File: src/rtl/demux_stream_if.sv
// demux_stream_if: stream bundle for the registered 1-to-2 demultiplexer.
// Carries the input valid/ready stream with its select bit and the two output
// valid/ready streams. "master" is the environment side (producer driving the
// input, consumers driving the output readies); "slave" is the demux side.
interface demux_stream_if #(
    parameter int WIDTH = 8
) ();
    // input stream
    logic [WIDTH-1:0] in_data;
    logic             in_sel;
    logic             in_valid;
    logic             in_ready;

    // output port 1
    logic [WIDTH-1:0] out1_data;
    logic             out1_valid;
    logic             out1_ready;

    // output port 2
    logic [WIDTH-1:0] out2_data;
    logic             out2_valid;
    logic             out2_ready;

    modport master (
        output in_data,
        output in_sel,
        output in_valid,
        input  in_ready,
        input  out1_data,
        input  out1_valid,
        output out1_ready,
        input  out2_data,
        input  out2_valid,
        output out2_ready
    );

    modport slave (
        input  in_data,
        input  in_sel,
        input  in_valid,
        output in_ready,
        output out1_data,
        output out1_valid,
        input  out1_ready,
        output out2_data,
        output out2_valid,
        input  out2_ready
    );
endinterface

File: src/rtl/demux_stream.sv
// demux_stream: registered 1-to-2 stream demultiplexer.
// Each accepted input word is steered by in_sel (1 -> out1, 0 -> out2) into a
// single-entry output buffer. Each buffer is a two-state EMPTY/FULL machine
// that can drain and reload on the same edge, so a port streams one word per
// cycle while its consumer holds ready high. A stalled port never blocks
// traffic addressed to the other port. cnt1/cnt2 count completed output
// handshakes modulo 256.
// Optional feature macro: DEMUX_DEC_EN -- when defined the stored word is
// in_data - 1 (wrapping), undoing the +1 applied on the transmit side.
module demux_stream #(
    parameter int WIDTH = 8
) (
    input  logic                clk,
    input  logic                rst,
    demux_stream_if.slave       bus,
    output logic [7:0]          cnt1,
    output logic [7:0]          cnt2
);

    // Port index 0 is out1 (selected by in_sel=1), index 1 is out2 (in_sel=0).
    localparam int NPORTS = 2;

    typedef enum logic {
        ST_EMPTY = 1'b0,
        ST_FULL  = 1'b1
    } port_state_t;

    logic [WIDTH-1:0]             stored_word;
    logic [NPORTS-1:0]            ready_vec;
    logic [NPORTS-1:0]            free_vec;
    logic [NPORTS-1:0]            load_vec;
    logic [NPORTS-1:0]            valid_vec;
    logic [NPORTS-1:0][WIDTH-1:0] data_vec;
    logic [NPORTS-1:0][7:0]       cnt_vec;
    logic                         accept;

    // Word written into a buffer; the optional decrement sits ahead of the
    // buffer register so it costs no latency.
`ifdef DEMUX_DEC_EN
    assign stored_word = bus.in_data - WIDTH'(1);
`else
    assign stored_word = bus.in_data;
`endif

    assign ready_vec = {bus.out2_ready, bus.out1_ready};

    // A buffer can take a word this cycle if it is empty or is being drained
    // on the same edge; in_ready follows whichever port is selected.
    assign bus.in_ready = bus.in_sel ? free_vec[0] : free_vec[1];
    assign accept       = bus.in_valid && bus.in_ready;
    assign load_vec[0]  = accept && bus.in_sel;
    assign load_vec[1]  = accept && !bus.in_sel;

    generate
        for (genvar gi = 0; gi < NPORTS; gi++) begin : g_port
            port_state_t      state_reg;
            port_state_t      state_next;
            logic [WIDTH-1:0] data_reg;
            logic [WIDTH-1:0] data_next;
            logic [7:0]       cnt_reg;
            logic [7:0]       cnt_next;
            logic             drain;

            // Output handshake on this port.
            assign drain = (state_reg == ST_FULL) && ready_vec[gi];

            assign free_vec[gi]  = (state_reg == ST_EMPTY) || ready_vec[gi];
            assign valid_vec[gi] = (state_reg == ST_FULL);
            assign data_vec[gi]  = data_reg;
            assign cnt_vec[gi]   = cnt_reg;

            // Next state: load takes precedence over drain so a simultaneous
            // drain+load keeps the buffer full with the new word.
            always_comb begin
                state_next = state_reg;
                data_next  = data_reg;
                cnt_next   = cnt_reg;
                if (drain) begin
                    cnt_next = cnt_reg + 8'd1;
                end
                case (state_reg)
                    ST_EMPTY: begin
                        if (load_vec[gi]) begin
                            state_next = ST_FULL;
                            data_next  = stored_word;
                        end
                    end
                    ST_FULL: begin
                        if (load_vec[gi]) begin
                            data_next = stored_word;
                        end else if (ready_vec[gi]) begin
                            state_next = ST_EMPTY;
                        end
                    end
                    default: begin
                        state_next = ST_EMPTY;
                    end
                endcase
            end

            // Buffer, state and counter registers; reset discards the word
            // and suppresses any handshake on the same edge.
            always_ff @(posedge clk) begin
                if (rst) begin
                    state_reg <= ST_EMPTY;
                    data_reg  <= '0;
                    cnt_reg   <= 8'd0;
                end else begin
                    state_reg <= state_next;
                    data_reg  <= data_next;
                    cnt_reg   <= cnt_next;
                end
            end
        end
    endgenerate

    assign bus.out1_valid = valid_vec[0];
    assign bus.out1_data  = data_vec[0];
    assign bus.out2_valid = valid_vec[1];
    assign bus.out2_data  = data_vec[1];
    assign cnt1           = cnt_vec[0];
    assign cnt2           = cnt_vec[1];

endmodule

File: src/flat_wrapper.sv
// flat-port wrapper written by rule: the top's interface ports become plain ports
module demux_stream_flat 
#(
    parameter int WIDTH = 8
)
  (clk, rst, cnt1, cnt2, bus_in_data, bus_in_sel, bus_in_valid, bus_in_ready, bus_out1_data, bus_out1_valid, bus_out1_ready, bus_out2_data, bus_out2_valid, bus_out2_ready);
  demux_stream_if #(.WIDTH(WIDTH)) bus_i ();
  input  logic clk;
  input  logic rst;
  output logic [7:0] cnt1;
  output logic [7:0] cnt2;
  input wire logic [$bits(bus_i.in_data)-1:0] bus_in_data;
  input wire logic [$bits(bus_i.in_sel)-1:0] bus_in_sel;
  input wire logic [$bits(bus_i.in_valid)-1:0] bus_in_valid;
  output wire logic [$bits(bus_i.in_ready)-1:0] bus_in_ready;
  output wire logic [$bits(bus_i.out1_data)-1:0] bus_out1_data;
  output wire logic [$bits(bus_i.out1_valid)-1:0] bus_out1_valid;
  input wire logic [$bits(bus_i.out1_ready)-1:0] bus_out1_ready;
  output wire logic [$bits(bus_i.out2_data)-1:0] bus_out2_data;
  output wire logic [$bits(bus_i.out2_valid)-1:0] bus_out2_valid;
  input wire logic [$bits(bus_i.out2_ready)-1:0] bus_out2_ready;
  assign bus_i.in_data = bus_in_data;
  assign bus_i.in_sel = bus_in_sel;
  assign bus_i.in_valid = bus_in_valid;
  assign bus_in_ready = bus_i.in_ready;
  assign bus_out1_data = bus_i.out1_data;
  assign bus_out1_valid = bus_i.out1_valid;
  assign bus_i.out1_ready = bus_out1_ready;
  assign bus_out2_data = bus_i.out2_data;
  assign bus_out2_valid = bus_i.out2_valid;
  assign bus_i.out2_ready = bus_out2_ready;
  demux_stream #(.WIDTH(WIDTH)) u_core (.clk(clk), .rst(rst), .bus(bus_i), .cnt1(cnt1), .cnt2(cnt2));
endmodule
File: config.mk
export PLATFORM = sky130hd
export DESIGN_NAME = demux_stream_flat
export DESIGN_NICKNAME = d
export VERILOG_FILES = /design/src/rtl/demux_stream_if.sv /design/src/rtl/demux_stream.sv /design/src/flat_wrapper.sv
export SDC_FILE = /design/constraint.sdc
export NUM_CORES = 1
export LEC_CHECK = 0
export CORE_ASPECT_RATIO = 0.7
export CORE_MARGIN = 3
export CORE_UTILIZATION = 44
export CTS_CLUSTER_SIZE = 12
export DETAILED_ROUTE_END_ITERATION = 8
export PLACE_DENSITY = 0.77
export SLEW_MARGIN = 20
export SYNTH_ARGS = -nofsm -noshare
export SYNTH_HDL_FRONTEND = slang
export SYNTH_SLANG_ARGS = --single-unit
File: constraint.sdc
create_clock -name clk -period 1.5 [get_ports clk]
set_clock_uncertainty 0.1 [all_clocks]
set_input_delay 0.15 -clock clk [delete_from_list [all_inputs] [get_ports clk]]
set_output_delay 0.15 -clock clk [all_outputs]
set_load 0.05 [all_outputs]
==> metrics.txt <==
run status=finished, final reports clean; I/O Buffers=48; Setup CP Type=reg -> reg; max_slew headroom=72.4%; synth top area cells=dfxtp_1 (48%), a21oi_1 (11%), nand3_1 (7.8%); First-pass DRT Iterations=4; CTS root buf=clkbuf_8; initial antenna violation count=0; CP max FO=4; syn_area_per_cell=8.43 µm²; initial core utilization=48.2%; cell row count=16; antenna-violating nets left=0; Synth Instances=167; CTS sink count=34; initial drt markers=88; Final setup viols=0; largest area contributor in the netlist=dfxtp_1; Slew @ Worst Pin=412 ps; RSZ-0062 raised after global routing=true; # H-tree levels=2; drt total wl=4240 µm; clk buf depth=2; Design Power=2.05 mW; floorplan die height=53.3 µm; Synth Net Count=183; filler instances=183; Clock Latency Late Sink=280 ps; count of unique library cells instantiated by Yosys=24; P per Cell Area=873 nW/µm²; CTS tree=built; Via density=5.66; CP max stage delay=420 ps; total CTS buffers=5; drt drc=0; Critical Path Sink Type=flop; Static Leakage=0.880 nW; Layout Nets=245; Final Hold Viols=0; Worst setup startpoint=u_core.cnt1[1]; Worst EP required=1610 ps; Yosys Warn Count=0; hold_ws=285 ps; Boundary Pins=49; cells on worst reg2reg path=4; CP Capture Point=u_core.cnt1[4]; die width=73.6 µm; placed cell areas=2180 µm²; gpl congestion=0.929; Worst Hold Class=in -> reg; Setup WS post-layout=14.5 ps; Seq. cell area=706 µm²; CP max-delay cell=or3_1; Ant. Diodes=0; register clock-pin slew on the reported worst setup and hold paths=70 ps; Reg2Reg Setup Slack=10 ps; gr usage total=23.2%; Critical Path AT=1590 ps; post-DP HPWL=3150 µm; reg-to-reg endpoint=u_core.cnt1[4]; largest net degree at the start of global routing=35; vias in the first global route=1517; Worst R2R Start=u_core.cnt1[1]; cell area after synthesis=1410 µm²; crit-path cells=ha_2 -> nand4_1 -> or3_1 -> a21oi_1; GRT overflow=0; layout cells sized above 1=35.7%; sequential area share after synthesis=48.4%; WL/cell=15.9 µm; Tcrit/Tclk final=99.0%; via count=1505; Seq cells post-synth=34; fin area=2350 µm²; Die Area=3920 µm²; fmax=0.673 GHz; pre-CTS WS=-317 ps; core box area=2920 µm²; Yosys top cell area share=48.4%; Peak VDD IR=642 µV; multi-input logic area=707 µm²; Post-CTS Hold Fix Bufs=0; Max-Cap Viols=0; Area growth syn-to-layout=66.8%; Startpoint Class=flop; first-pass GRT wire length=6950 µm; Final Critical Period=1490 ps; fin. max-slew vios=0
flip-flops by register name, summed over array words and instances, names as in the netlist:
signal                 flops
u_core.cnt2                8
u_core.bus.out1_valid      1
u_core.cnt1                8
u_core.bus.out2_data       8
u_core.bus.out2_valid      1
u_core.bus.out1_data       8
logic make-up after synthesis:
logic type,synth area share (%)
AO/OA/AOI/OAI,21.0
XOR/XNOR,2.49
adder cells (fa/ha/maj),1.78
buffers and inverters,3.47
flip-flops,48.4
AND/OR/NAND/NOR,22.9
layer usage:
layer	global-route usage, %	wire length [µm]	part of all wire, %
met5	0	0	0
met4	8.43	42	0.99
met3	6.83	240	5.7
met2	39.4	2090	49
met1	27.8	1870	44
cells in the final DEF, fill, tap and decap left out, types with 5 or more instances in the layout:
master / count
clkbuf_8: 8
buf_4: 30
nand2_1: 7
a21oi_1: 29
dfxtp_2: 11
clkdlybuf4s50_1: 11
dfxtp_1: 20
nand3_1: 22
or3_1: 5
buf_12: 20
o21ai_0: 22
power by group:
group | internal [mW] | switching, mW
Combinational | 0.135 | 0.186
Clock | 0.463 | 0.316
Sequential | 0.926 | 0.0235
critical path, delay by kind of cell (launching register included):
| kind | cells | cell delay [ps] |
|---|---|---|
| and+or+nand+nor | 2 | 610 |
| DFF | 1 | 380 |
| adders and majority gates | 1 | 190 |
| AOI/OAI and AO/OA | 1 | 140 |
Yosys cell counts:
cell type and instances:
a21oi_1 31, and2_1 1, and2b_1 1, buf_1 2, clkbuf_1 7, dfxtp_1 34
ha_1 2, inv_1 4, nand2_1 7, nand2b_1 1, nand3_1 22, nand4_1 4
nand4_2 2, nor2_1 5, nor2b_1 2, o21ai_0 22, o31ai_1 4, or2b_1 1
or2b_2 1, or3_1 5, or3_2 1, or4_1 4, xnor2_1 2, xor2_1 2
cell type report:
class                   count  share of cell area, %
repair buffers             64                   32.6
multi-input cells         120                   30.1
flip-flops and latches     34                   30.1
clock buffers               8                   4.69
well taps                  36                   1.92
inverters                   4                  0.640
repair_timing:
action	in CTS	in global routing
buffers inserted	1	3
endpoints found under the setup margin	2	4
endpoints found under the hold margin	0	0
gates cloned	0	0
pin swaps	0	2
resized for setup	7	5
worst min-delay path by stage:
stage                                 start                       to  slack [ps]  depth (start not counted)
finish                       bus_out2_ready           u_core.cnt2[1]         290                          3
global route                 bus_out2_ready           u_core.cnt2[1]         320                          3
CTS                          bus_out2_ready           u_core.cnt2[1]         280                          3
detailed placement  u_core.bus.out1_data[3]  u_core.bus.out1_data[3]         380                          2
global placement    u_core.bus.out1_data[1]  u_core.bus.out1_data[1]         370                          2
floorplan                    bus_in_data[0]  u_core.bus.out1_data[0]         200                          2
through the flow:
stage               util, %  cells  setup TNS [ps]
floorplan                 -    167           -68.4
global placement       74.6    254           -1890
detailed placement     74.6    254           -3150
CTS                    79.1    263               0
global route           80.3    266           -28.7
finish                 80.3    266               0
(Power assumes the default switching activity.)
